[src/rtl/r5p_htif_tohost.sv]
// rtl/r5p_htif_tohost.sv - HTIF-style test termination peripheral on the LSU TCB bus
// Latches the TOHOST exit code, echoes CONSOLE characters and forces a timeout if the test never ends.
module r5p_htif_tohost #(
  parameter int unsigned TIMEOUT = 20000,
  parameter int unsigned CNT_W   = 32
) (
  input  logic             clk,
  input  logic             rst,
  input  logic             tcb_vld,
  output logic             tcb_rdy,
  input  logic             tcb_wen,
  input  logic [3:0]       tcb_adr,
  input  logic [1:0]       tcb_siz,
  input  logic [31:0]      tcb_wdt,
  output logic [31:0]      tcb_rdt,
  output logic             tcb_err,
  output logic             htif_done,
  output logic             htif_pass,
  output logic [30:0]      htif_code,
  output logic [CNT_W-1:0] htif_cyc,
  output logic             con_vld,
  output logic [7:0]       con_dat
);

  typedef enum logic [1:0] {
    ST_RUN     = 2'd0,
    ST_PASS    = 2'd1,
    ST_FAIL    = 2'd2,
    ST_TIMEOUT = 2'd3
  } state_t;

  localparam logic [CNT_W-1:0] CYC_LAST = CNT_W'(TIMEOUT - 1);

  state_t      state, state_nxt;
  logic [31:0] tohost;
  logic [31:0] rd_dat;
  logic        acc_err;
  logic        wr_tohost;
  logic        wr_console;

  assign tcb_rdy   = 1'b1;
  assign htif_done = (state != ST_RUN);
  assign htif_pass = (state == ST_PASS);
  assign htif_code = tohost[31:1];

  always_comb begin
    acc_err    = (tcb_siz != 2'd2) || (tcb_adr[1:0] != 2'b00) || (tcb_wen && tcb_adr[3]);
    // TOHOST writes after termination are acknowledged but dropped
    wr_tohost  = tcb_vld && tcb_wen && !acc_err && (tcb_adr[3:2] == 2'd0) && (state == ST_RUN);
    wr_console = tcb_vld && tcb_wen && !acc_err && (tcb_adr[3:2] == 2'd1);
    rd_dat     = 32'd0;
    if (!tcb_wen && !acc_err) begin
      case (tcb_adr[3:2])
        2'd0:    rd_dat = tohost;
        2'd2:    rd_dat = 32'(htif_cyc);
        2'd3:    rd_dat = {30'd0, state};
        default: rd_dat = 32'd0;
      endcase
    end
  end

  always_comb begin
    state_nxt = state;
    if (state == ST_RUN) begin
      // a terminating write on the timeout edge takes priority
      if (wr_tohost && tcb_wdt[0])
        state_nxt = (tcb_wdt[31:1] == 31'd0) ? ST_PASS : ST_FAIL;
      else if (htif_cyc == CYC_LAST)
        state_nxt = ST_TIMEOUT;
    end
  end

  always_ff @(posedge clk or posedge rst) begin
    if (rst) begin
      state    <= ST_RUN;
      tohost   <= 32'd0;
      htif_cyc <= '0;
      tcb_rdt  <= 32'd0;
      tcb_err  <= 1'b0;
      con_vld  <= 1'b0;
      con_dat  <= 8'd0;
    end else begin
      state   <= state_nxt;
      con_vld <= wr_console;
      if (state == ST_RUN)
        htif_cyc <= htif_cyc + 1'b1;
      if (wr_tohost)
        tohost <= tcb_wdt;
      if (wr_console)
        con_dat <= tcb_wdt[7:0];
      if (tcb_vld) begin
        tcb_rdt <= rd_dat;
        tcb_err <= acc_err;
      end
    end
  end

endmodule

[config.mk]
export PLATFORM = sky130hd
export DESIGN_NAME = r5p_htif_tohost
export DESIGN_NICKNAME = d
export VERILOG_FILES = /design/src/rtl/r5p_htif_tohost.sv
export SDC_FILE = /design/constraint.sdc
export NUM_CORES = 1
export LEC_CHECK = 0
export CAP_MARGIN = 20
export CORE_MARGIN = 1
export CORE_UTILIZATION = 25
export DETAILED_ROUTE_END_ITERATION = 7
export GPL_TIMING_DRIVEN = 0
export HOLD_SLACK_MARGIN = 0.1
export PLACE_DENSITY = 0.53
export RECOVER_POWER = 100
export SLEW_MARGIN = 30
export SYNTH_ARGS = -nofsm -noshare
export SYNTH_HDL_FRONTEND = slang
export SYNTH_SLANG_ARGS = --single-unit
[constraint.sdc]
create_clock -name clk -period 4.8 [get_ports clk]
set_clock_uncertainty 0.15 [all_clocks]
set_input_delay 0.72 -clock clk [delete_from_list [all_inputs] [get_ports clk]]
set_output_delay 0.72 -clock clk [all_outputs]
set_load 0.02 [all_outputs]
== Word-level counts from Yosys, hierarchy flattened ==
Cells that the tools add are included.

* Add/subtract/negate cells: 1
* Equal/unequal tests: 6
* Multiplexer cells: 5
* Reduce and logical (&&, ||, !) cells: 19

{| class="wikitable"
|+ Operator list
! kind !! count
|-
| 32-bit case mux with 3 select lines || 1
|-
| 32-bit by 1-bit adder with 32-bit output, second input constant || 1
|-
| 32-bit by 15-bit == test with 1-bit output, second input constant || 1
|-
| 32-bit two-way mux || 1
|-
| 31-bit zero test || 1
|-
| 1-bit logical AND || 8
|-
| 2-bit two-way mux || 3
|-
| 2-bit nonzero test || 3
|-
| 2-bit by 1-bit == test with 1-bit output, second input constant || 2
|-
| 2-bit == test, second input constant || 2
|-
| 2-bit zero test || 2
|-
| 1-bit zero test || 2
|-
| 1-bit logical OR || 2
|-
| 2-bit inequality test, second input constant || 1
|-
| 2-bit AND reduction || 1
|}

* Flip-flop bits (word level): 108
* Bits of input ports: 42
* Output and inout bits: 108
* Word-level logic and storage cells: 38

== Depth between registers and ports, before layout ==
* Word-level depth: 10
* Gate-level depth with buffers: 7
* Depth with buffers taken out: 5

== Worst setup path after synthesis ==
No wires, ideal clock.

* Path kind: input to register
* Start point: input tcb_adr[3]
* End point: register tohost[18]
* Setup time: 125 ps
* Arrival time: 2303 ps
* Data required time: 4525 ps
* Slack: 2222 ps
* Stages: 5
* Path buffers: 2
* Path through: buf_6 -> or4b_4 -> nor4_4 -> buf_6 -> mux2_2

* Word-level cells in the longest chain between the ends: 6
* Elaborated cells between the ends (all ways): 7
* Classes of those cells: 7 x reduce/logical

{| class="wikitable"
|+ Ends and longest elaborated chain
! item !! line !! source
|-
| start: declaration || 12 || <nowiki>input logic [3:0] tcb_adr,</nowiki>
|-
| 1-bit logical AND || 47 || <nowiki>acc_err = (tcb_siz != 2'd2) || (tcb_adr[1:0] != 2'b00) || (tcb_wen && tcb_adr[3]);</nowiki>
|-
| 1-bit logical OR || 47 ||
|-
| 1-bit zero test || 49 || <nowiki>wr_tohost = tcb_vld && tcb_wen && !acc_err && (tcb_adr[3:2] == 2'd0) && (state == ST_RUN);</nowiki>
|-
| 1-bit logical AND || 49 ||
|-
| 1-bit logical AND (*) (2 in series) || 49 ||
|-
| end signal: assignment || 88 || <nowiki>tohost <= tcb_wdt;</nowiki>
|-
| end: declaration || 35 || <nowiki>logic [31:0] tohost;</nowiki>
|}

Every way passes the cells marked *; elsewhere a longest branch is shown, timed or not.
A chain may end at the register's enable or synchronous reset.

== Worst setup path in the final report ==
* Start point: input tcb_adr[1]
* End point: register tohost[12]

* Word-level cells in the longest chain between the ends: 7

{| class="wikitable"
|+ Ends and longest elaborated chain
! item !! line
|-
| 2-bit nonzero test || 47
|-
| 1-bit logical OR (2 in series) || 47
|-
| 1-bit zero test || 49
|-
| 1-bit logical AND (3 in series) || 49
|}

No other way between the ends.

==> flow_summary.yaml <==
outcome:
  status: "finished, violations left"
  violations: "max-capacitance violations, max-slew violations"
clocking:
  cts.clk_slew.worst_paths_ps: 70
  cts_made_buffers: 9
  htree_levels: 3
  cts_sinks: 108
  clk_latency_ps: 350
  cts_root_buf: "clkbuf_16"
  cts_buffer_depth: 2
  postCtsSetupBuffers: 0
  tritoncts: "done"
  postCtsResizedCells: 0
  postCtsHoldBufs: 0
cells_and_area:
  fillCellCount: 1963
  final_area_mm2: 0.00714
  final_cell_mix: "110 x dlygate4sd3_1, 108 x dfrtp_1, 42 x mux2_2, 40 x inv_1, 35 x clkdlybuf4s50_1"
  layout_commonest_cell: "dlygate4sd3_1"
  fin_cells: 865
  area_growth_pct: 40.4
  num_antenna_cells: 0
  fin_util_pct: 36.2
  drive_gt1_share_pct: 16.2
  nets: 639
sta:
  slew-limit-headroom_pct: -17.7
  drv_slew: 36
  max_freq_mhz: 295
  worst_slew_pin_slew_ps: 1760
  setup_viol: 0
  fin_crit_ps: 3390
  holdWs_ps: 351
  post-route-period-util_pct: 70.7
  hold_violations: 0
  fin_tns_setup_ps: 0
  rsz0062_at_grt: "no"
power:
  netSwitchingFraction_pct: 23.1
  ir_drop_uv: 162
  seqPwrFrac_pct: 52.5
  power.internal_mw: 1.35
  p_per_area_mw_per_mm2: 245
  p_leak_nw: 3.51
  clock_power_share_pct: 40.7
  p_switching_mw: 0.403
  power_frac_comb_pct: 6.8
placed_design:
  place_congestion: 0.752
  io_buffers: 145
  place_inst: 850
  placed_area_mm2: 0.00690
  dp_hpwl_um: 11200
synthesis:
  syn_avg_cell_area_um2: 11.6
  async_flop_share_pct: 100
  synth_flop_cell: "dfrtp_1"
  synth_fp_nets: 482
  synthCells: 439
  ys_ff_latch: 108
  yosysWarnings: 0
  synth_area_mm2: 0.00508
  ys_types: 41
  synth_edf_count: 0
  ys_seq_area_share_pct: 53.2
detailed_routing:
  vias_per_cell: 4.53
  drc: 0
  vias: 3920
  drtAntennaViolNets: 0
  routedWlPerCell_um: 17.3
  drt_pass1_iterations: 4
  drt-total-wl_um: 15000
  drt_iter0_markers: 179
worst_setup_path:
  crit_buf_inv: 2
  cp.arrival_ps: 3480
  crit_type: "primary input to flip-flop"
  max_stage_delay_ps: 610
  crit_fanout: 10
  required_ps: 4890
  path_cells: "dlygate4sd3_1 -> or4b_1 -> nor4_4 -> clkbuf_1 -> mux2_2"
  endpoint_kind: "flip-flop"
  cp-start-kind: "primary input"
  crit_family: "buffers and inverters"
  crit_slowest_cell: "clkbuf_1"
floorplan:
  die_w_um: 145
  io_pins: 150
  start_util_pct: 25.8
  dieArea_mm2: 0.0209
  chipHeight_um: 145
  rows: 51
  coreArea_mm2: 0.0197
grt:
  overflow: 0
  grt_pass1_wl_um: 23100
  antenna_found_initial: 0
  grt_pass1_vias: 4010
  track_usage_pct: 15.1
  grt_max_degree: 74
flow_run:
  maxCapViolations: 1
worst_hold_path:
  hold_path_class: "flip-flop to flip-flop"
==> kinds of logic (layout without fill, tap and decap cells) <==
group / after synthesis / after routing / synth area share, %
muxes: 72 / 72 / 15.2
other: 1 / 1 / 0.0738
buffers and inverters: 95 / 256 / 10.1
xor gates and xnor gates: 31 / 31 / 5.34
adders and majority gates: 1 / 1 / 0.246
and+or+nand+nor: 91 / 91 / 10.7
AOI/OAI and AO/OA: 40 / 40 / 5.17
DFF: 108 / 108 / 53.2
==> routing by layer <==
| layer | share of wire [%] | vias to the layer above | GRT usage, % |
|---|---|---|---|
| li1 | - | 1828 | - |
| met1 | 46 | 1956 | 19.8 |
| met2 | 48 | 117 | 24.5 |
| met3 | 4.9 | 19 | 3.48 |
| met4 | 1.5 | 0 | 4.82 |
| met5 | 0 | - | 0 |
==> registers in the layout, indices dropped and copies added (netlist names) <==
name      cells
tcb_rdt      32
tohost       32
con_dat       8
state         2
htif_cyc     32
tcb_err       1
con_vld       1
==> cell usage after synthesis (11+ instances only) <==
library cell    n  area, um2
dfrtp_1       108       2700
o22ai_1        32        200
inv_1          41        154
buf_4          32        240
xor2_1         22        193
mux2_2         42        473
clkbuf_1       12       45.0
nand2_1        11       41.3
mux2i_1        30        300
nor4_1         19        119
nand3_1        11       55.1
nor3_1         13       65.1
==> final cells by class <==
cell class	instances	area (um2)	area share, %
tap	265	332	4.65
buffer	54	333	4.66
timing repair buffer	146	1480	20.7
sequential	108	2700	37.9
multi-input combinational	236	1860	26.0
clock buffer	11	253	3.54
clock inverter	4	25.0	0.351
inverter	41	155	2.17
==> worst paths after layout <==
path                                        start                      to  slack, ps  cells past startpoint
min                        con_dat[6]$_DFFE_PP0P_  con_dat[6]$_DFFE_PP0P_        350                      1
min in group asynchronous                     rst  tohost[30]$_DFFE_PP0P_       1110                      2
max reg2reg                  state[0]$_DFFE_PP0P_  tohost[12]$_DFFE_PP0P_       1940                      5
min reg2reg                con_dat[6]$_DFFE_PP0P_  con_dat[6]$_DFFE_PP0P_        350                      1
max in group asynchronous                     rst  tohost[12]$_DFFE_PP0P_       2400                      3
max                                    tcb_adr[1]  tohost[12]$_DFFE_PP0P_       1410                      5
==> power groups by stage <==
stage	clock, mW	sequential [mW]	combinational (mW)
final	0.712	0.919	0.118
after global routing	0.778	0.919	0.128
after CTS	0.742	0.919	0.125
after detailed placement	0	0.937	0.125
after global placement	0	0.937	0.120
after floorplan	0	0.944	0.0438
==> worst register-to-register path: cells and delay by family, from the launching register on <==
kind | cells | cell delay [ps]
DFF | 1 | 440
muxes | 1 | 410
buffers and inverters | 2 | 840
and+or+nand+nor | 2 | 910
==> per-stage QoR <==
| step | power, mW | worst slack, ps |
|---|---|---|
| detailed placement | 1.06 | 1500 |
| floorplan | 0.988 | 1080 |
| global route | 1.83 | 1290 |
| global placement | 1.06 | -693 |
| finish | 1.75 | 1410 |
| CTS | 1.79 | 1870 |
Power figures use the tool's default switching activity.
